### config.mk
export PLATFORM = sky130hd
export DESIGN_NAME = sort_stream
export DESIGN_NICKNAME = d
export VERILOG_FILES = /design/src/rtl/sort_stream.sv
export SDC_FILE = /design/constraint.sdc
export NUM_CORES = 1
export LEC_CHECK = 0
export ABC_CLOCK_PERIOD_IN_PS = 2400
export CAP_MARGIN = 25
export CORE_MARGIN = 10
export CORE_UTILIZATION = 40
export CTS_CLUSTER_SIZE = 24
export DETAILED_ROUTE_END_ITERATION = 12
export PLACE_DENSITY_LB_ADDON = 0.3
export SYNTH_ARGS = -nofsm -noshare
export SYNTH_HDL_FRONTEND = slang
export SYNTH_SLANG_ARGS = --single-unit
### constraint.sdc
create_clock -name clk -period 2.4 [get_ports clk]
set_input_delay 0.48 -clock clk [delete_from_list [all_inputs] [get_ports clk]]
set_output_delay 0.48 -clock clk [all_outputs]
set_load 0.01 [all_outputs]
### src/rtl/sort_stream.sv
`default_nettype none
// sort_stream: buffers a frame of up to DEPTH elements, sorts it in place with
// odd-even transposition and streams it back out largest- or smallest-first.

module sort_stream #(
  parameter int WIDTH   = 4,
  parameter int DEPTH   = 5,
  parameter bit DESCEND = 1
) (
  input  logic             clk,
  input  logic             rst_n,
  input  logic             in_valid,
  output logic             in_ready,
  input  logic [WIDTH-1:0] in_data,
  input  logic             in_last,
  output logic             out_valid,
  input  logic             out_ready,
  output logic [WIDTH-1:0] out_data,
  output logic             out_last,
  output logic             busy
);

  localparam int CW = $clog2(DEPTH + 1);
  localparam logic [CW-1:0] LAST_SLOT = CW'(DEPTH - 1);
  localparam logic [CW-1:0] SORT_END  = CW'(DEPTH);
  localparam logic [WIDTH-1:0] PAD    = {WIDTH{!DESCEND}};

  typedef enum logic [1:0] {
    LOAD  = 2'd0,
    SORT  = 2'd1,
    DRAIN = 2'd2
  } state_t;

  state_t state, next_state;

  logic [WIDTH-1:0] slots  [DEPTH];
  logic [WIDTH-1:0] sorted [DEPTH];
  logic [CW-1:0]    cnt;
  logic [CW-1:0]    idx;
  logic [CW-1:0]    sort_cnt;

  logic in_fire;
  logic in_close;
  logic out_fire;

  assign in_fire   = in_valid && in_ready && (state == LOAD);
  assign in_close  = in_fire && (in_last || (cnt == LAST_SLOT));
  assign out_valid = (state == DRAIN);
  assign out_last  = out_valid && (idx == (cnt - CW'(1)));
  assign out_fire  = out_valid && out_ready;
  assign busy      = (state == SORT) || (state == DRAIN);

  always_comb begin
    out_data = '0;
    for (int i = 0; i < DEPTH; i++) begin
      if (CW'(i) == idx) out_data = slots[i];
    end
  end

  // One transposition round; pairs within a phase never overlap, so each
  // compare reads the pre-round slot values.
  always_comb begin
    for (int i = 0; i < DEPTH; i++) sorted[i] = slots[i];
    for (int i = 0; i < DEPTH - 1; i++) begin
      if (i[0] == sort_cnt[0]) begin
        if (DESCEND ? (slots[i] < slots[i+1]) : (slots[i] > slots[i+1])) begin
          sorted[i]   = slots[i+1];
          sorted[i+1] = slots[i];
        end
      end
    end
  end

  always_comb begin
    next_state = state;
    case (state)
      LOAD:    if (in_close) next_state = SORT;
      SORT:    if (sort_cnt == SORT_END) next_state = DRAIN;
      DRAIN:   if (out_fire && out_last) next_state = LOAD;
      default: next_state = LOAD;
    endcase
  end

  always_ff @(posedge clk or negedge rst_n) begin
    if (!rst_n) begin
      state    <= LOAD;
      in_ready <= 1'b0;
      cnt      <= '0;
      idx      <= '0;
      sort_cnt <= '0;
      for (int i = 0; i < DEPTH; i++) slots[i] <= '0;
    end else begin
      state    <= next_state;
      in_ready <= (next_state == LOAD);
      case (state)
        LOAD: begin
          sort_cnt <= '0;
          if (in_fire) begin
            cnt <= cnt + CW'(1);
            for (int i = 0; i < DEPTH; i++) begin
              if (CW'(i) == cnt)
                slots[i] <= in_data;
              else if (in_close && (CW'(i) > cnt))
                slots[i] <= PAD;
            end
          end
        end
        SORT: begin
          // DEPTH swap rounds, then one extra cycle before the drain opens.
          sort_cnt <= sort_cnt + CW'(1);
          idx      <= '0;
          if (sort_cnt != SORT_END) begin
            for (int i = 0; i < DEPTH; i++) slots[i] <= sorted[i];
          end
        end
        DRAIN: begin
          if (out_fire) begin
            if (out_last) begin
              cnt <= '0;
              idx <= '0;
            end else begin
              idx <= idx + CW'(1);
            end
          end
        end
        default: ;
      endcase
    end
  end

endmodule

`default_nettype wire

== Yosys cells after proc, flatten, opt, wreduce, memory -nomap -nowiden ==
Index checks and enable logic that the tools add are counted.

* Output and inout bits: 8
* Word-level logic and storage cells: 115
* Bits in registers: 32

* Magnitude comparators: 9
* Equality and inequality tests: 27
* Reductions and logical operators: 27
* Multiplexer cells: 38
* $add $sub $neg: 4

{| class="wikitable"
|+ Operator list
! operator !! count
|-
| two-way mux 8 bit || 8
|-
| two-way mux 4 bit || 15
|-
| two-way mux 20 bit || 2
|-
| case mux 20 bit (2 select lines) || 1
|-
| case mux 3 bit (2 select lines) || 3
|-
| less-than comparator 4 bit || 4
|-
| AND reduction 4 bit || 4
|-
| two-way mux 3 bit || 5
|-
| != test 3 x 1 -> 1 bit, second input constant || 5
|-
| == test 2 x 3 -> 1 bit, first input constant || 4
|-
| AND reduction 6 bit || 2
|-
| logical AND 1 bit || 11
|-
| != test 2 x 1 -> 1 bit, second input constant || 5
|-
| adder 3 x 1 -> 3 bit, second input constant || 3
|-
| == test 1 x 3 -> 1 bit, first input constant || 2
|-
| == test 3 bit, first input constant || 2
|-
| == test 3 bit, second input constant || 2
|-
| greater-than comparator 1 x 3 -> 1 bit, first input constant || 2
|-
| greater-than comparator 2 x 3 -> 1 bit, first input constant || 2
|-
| logical NOT 3 bit || 2
|-
| two-way mux 2 bit || 3
|-
| != test 2 bit, second input constant || 3
|-
| case mux 2 bit (3 select lines) || 1
|-
| nonzero test 2 bit || 3
|-
| other kinds (9) || 11
|}

== Depth between registers and ports, before layout ==
* Depth in word-level cells: 11
* Gate-level depth with buffers: 8
* Gate-level depth less buffers: 7

== Least setup slack after synthesis ==
OpenSTA, ideal clock, no wires.

* Path type: reg-to-reg
* Start: register slots[15] in the netlist's numbering
* End: register slots[16] in the netlist's numbering
* Buffers on the path: 0
* Path slack: 0.261 ns
* Clock period less this slack: 2.139 ns
* Stages on the path, launching flop included: 7
* Data required time: 2.275 ns
* Arrival time: 2.014 ns
* Setup time: 0.125 ns
* Cell sequence: dfrtp_1 inv_1 ha_1 a211oi_1 o21ai_0 a211oi_2 mux2_2

* Cells in the longest elaborated chain, start to end: 3

{| class="wikitable"
|+ Ends and longest elaborated chain
! element !! line !! source
|-
| start: declaration || 36 || <nowiki>logic [WIDTH-1:0] slots [DEPTH];</nowiki>
|-
| start signal: indexed assignment || 102 || <nowiki>slots[i] <= in_data;</nowiki>
|-
| less-than comparator 4 bit || 66 || <nowiki>if (DESCEND ? (slots[i] < slots[i+1]) : (slots[i] > slots[i+1])) begin</nowiki>
|-
| != test 2 x 1 -> 1 bit (no line) || - ||
|-
| AND reduction 6 bit (no line) || - ||
|}

No other way between the ends.
A chain may end at the register's enable or synchronous reset.

== Final worst setup path ==
* Start: register idx[0]
* End: output out_data[2]

* Cells in the longest elaborated chain, start to end: 6
* Elaborated cells on any way between the ends: 10
* Classes of those cells: eq/ne (4); mux (5); reduce/logical (1)

{| class="wikitable"
|+ Ends and longest elaborated chain
! element !! line !! source
|-
| start: declaration || 39 || <nowiki>logic [CW-1:0] idx;</nowiki>
|-
| start signal: assignment || 122 || <nowiki>idx <= idx + CW'(1);</nowiki>
|-
| logical NOT 3 bit || 56 || <nowiki>if (CW'(i) == idx) out_data = slots[i];</nowiki>
|-
| two-way mux 4 bit (4 in series) || 56 ||
|-
| two-way mux 4 bit (*) || 56 ||
|-
| end: declaration || 18 || <nowiki>output logic [WIDTH-1:0] out_data,</nowiki>
|}

Mark *: on every way between the ends. The rest lies on a longest branch, timed or not.

==> qor.yml <==
area_delta_synth_final_pct: 23.4
worst_slack_ns: -0.0522
clk_pin_slew_worst_paths_ns: 0.07
finClkSkew_ns: 0.00619
antenna_found_initial: 0
clock-sinks: 32
cp.arrival_ns: 1.97
failed_checks: "setup timing"
met2_length_mm: 3.75
grt_max_degree: 33
placed_cells: 450
status: "finished, violations left"
dr.first_iter.drc_count: 163
routed-wl-met3_um: 393
vdd_ir_drop_max_mv: 0.466
start_util_pct: 41.0
tns_ns: -0.0599
ios: 17
cts.path.max_buffers: 2
gr-total-overflow: 0
period_needed_ns: 2.45
worst_pin_slew_ns: 0.457
dpl_worst_slack_ns: -0.133
topRoutingLayerUsed: "met4"
r2r_end: "slots[7]"
cts_root_buffer: "clkbuf_8"
path_buf_inv: 3
postRouteWirelength_mm: 7.86
dr.pass1.iters: 6
rsz0062_at_grt: "true"
detail-route-antenna-nets: 0
power_frac_clock_pct: 10.9
ctsHtreeMaxLevel: 2
numCtsBuffers: 5
grt_usage_pct: 15.0
dp_hpwl_mm: 5.99
synth_area_mm2: 0.00279
path_cells: "inv_2 > ha_4 > nor2b_4 > a221oi_2 > a21oi_1 > a222oi_1 > inv_1 > buf_6"
yosys_warnings: 0
nFillCells: 648
cp_slowest_stage_delay_ns: 0.42
fin_crit_sh_pct: 102
slew_violations: 0
avgSynthCellArea_um2: 8.87
crit_start: "idx[0]"
hold_viol: 0
antennaDiodeCount: 0
ys_dominant_reg_cell: "dfrtp_1"
internal_power_mw: 2.13
relSlewSlack_pct: 68.8
reg2reg_from: "slots[7]"
worst-path-stages: 8
grt_pass1_vias: 2577
synth_edf_count: 0
detail_route.wl_per_cell_um: 17.1
seq_area_frac_synth_pct: 28.8
ys_seq_elements: 32
hold_buffers: 0
core_mm2: 0.00679
end_kind: "output port"
cp.required_ns: 1.92
nets: 399
grt_pass1_wl_mm: 12.8
cap_violations: 0
routabilityCongestion: 0.850
port_buffers: 16
die_x_um: 103
dieArea_mm2: 0.0107
start_kind: "register"
register_area_um2: 802
holdCritPathClass: "register to register"
hold_ws_ns: 0.529
p_leak_nw: 1.52
synthCells: 314
rows: 30
crit_family: "compound AO/OA/AOI/OAI gates"
pwr_density_cell_mw_per_mm2: 1180
via_count: 2643
worstSetupPathType: "register to output port"
r2r_slack_ns: 0.15
insertion_delay_ns: 0.28
ys_async_sr_fraction_pct: 100
layout_common_cells: "dfrtp_1, buf_4, nand2_1"
drive_above_1_share_pct: 21.8
crit_fanout: 4
multi_input_area_mm2: 0.00191
fmax_mhz: 408
power_mw: 4.06
vias_per_cell: 5.76
setup_viol: 2
wl_met1_mm: 3.67
p_seq_share_pct: 23.1
fin_cells: 459
drc: 0
p_sw_mw: 1.93
synth_nets: 351
die_h_um: 103
p_comb_share_pct: 65.9
reg2reg_depth: 8
crit_path_end: "out_data[2]"
swShare_pct: 47.5
synth_cell_types: 69
cts_tree: "built"
critPathSlowestCell: "dfrtp_2"
worst min path at each step:
stage           startpoint     endpoint  slack (ns)  cells after the start
6_report       sort_cnt[2]  sort_cnt[2]        0.53                      1
5_1_grt        sort_cnt[2]  sort_cnt[2]        0.56                      1
4_1_cts        sort_cnt[2]  sort_cnt[2]        0.53                      1
3_5_place_dp   sort_cnt[2]  sort_cnt[2]        0.52                      1
3_3_place_gp   sort_cnt[1]  sort_cnt[1]        0.49                      2
2_1_floorplan        rst_n       cnt[0]        0.18                      0
final cells by class:
type / count / area share (%)
tap: 96 / 3.50
timing repair buffer: 49 / 11.5
multi-input combinational: 243 / 55.6
clock buffer: 8 / 2.62
sequential: 32 / 23.3
inverter: 31 / 3.39
power by group through the flow:
stage	logic (mW)	registers, mW	clock network [mW]
floorplan	1.81	0.884	0
global placement	2.59	0.934	0
detailed placement	2.64	0.935	0
CTS	2.65	0.928	0.456
global route	2.96	0.960	0.470
finish	2.68	0.939	0.443
cells by family (layout without fill, tap and decap cells):
family	after synthesis	in the layout	share of synthesized area, %
muxes	9	9	3.68
adders and majority gates	28	28	12.6
DFF	32	32	28.8
xor gates and xnor gates	3	3	1.48
AOI/OAI and AO/OA	108	108	30.9
and+or+nand+nor	95	95	17.2
buffers and inverters	39	88	5.39
synthesized netlist by cell type, types with 2 or more instances:
master	n	area, µm²
and2_2	2	15.0
xnor2_1	2	17.5
o31ai_1	3	22.5
nor4_1	3	18.8
nand4_1	5	31.3
a21o_1	6	45.0
nand2_1	30	113
and2_1	6	37.5
a211oi_2	2	25.0
nor2b_1	3	18.8
o2bb2ai_1	5	43.8
a31oi_1	3	18.8
a221oi_1	8	70.1
ha_1	28	350
buf_2	3	15.0
nand3_1	6	30.0
a221o_1	2	20.0
clkbuf_1	4	15.0
inv_1	29	109
o311ai_1	3	26.3
o22ai_1	2	12.5
a311oi_1	2	17.5
and3_1	2	12.5
a211o_1	2	17.5
o221ai_1	2	17.5
nor2_1	20	75.1
dfrtp_1	32	801
o211ai_1	5	37.5
o21a_1	4	30.0
a21oi_1	14	70.1
a22o_1	7	61.3
mux2_2	5	56.3
mux2i_1	2	20.0
nor3_1	4	20.0
nand2b_1	7	43.8
a222oi_1	7	70.1
o21ai_0	11	55.1
a211oi_1	2	15.0
metal layers:
metal / up-vias / track usage (%)
li1: 1279 / -
met1: 1278 / 19.6
met2: 82 / 25.1
met3: 4 / 2.86
met4: 0 / 2.78
met5: - / 0
sequential cells by signal, indices dropped and copies added, names as in the netlist:
name,flops
slots,20
sort_cnt,3
in_ready,1
idx,3
state,2
cnt,3
per-stage QoR:
step / utilization, % / cell area, µm²
finish: 50.6 / 3440
global route: 50.6 / 3440
CTS: 49.7 / 3380
detailed placement: 48.2 / 3270
global placement: 48.2 / 3270
floorplan: - / 2790
what timing repair did:
item                                    CTS  global route
setup buffers                             0             1
gates resized for setup                  24            18
endpoints found under the setup margin    5             5
pin swaps                                 8            10
Power figures use the tool's default switching activity.
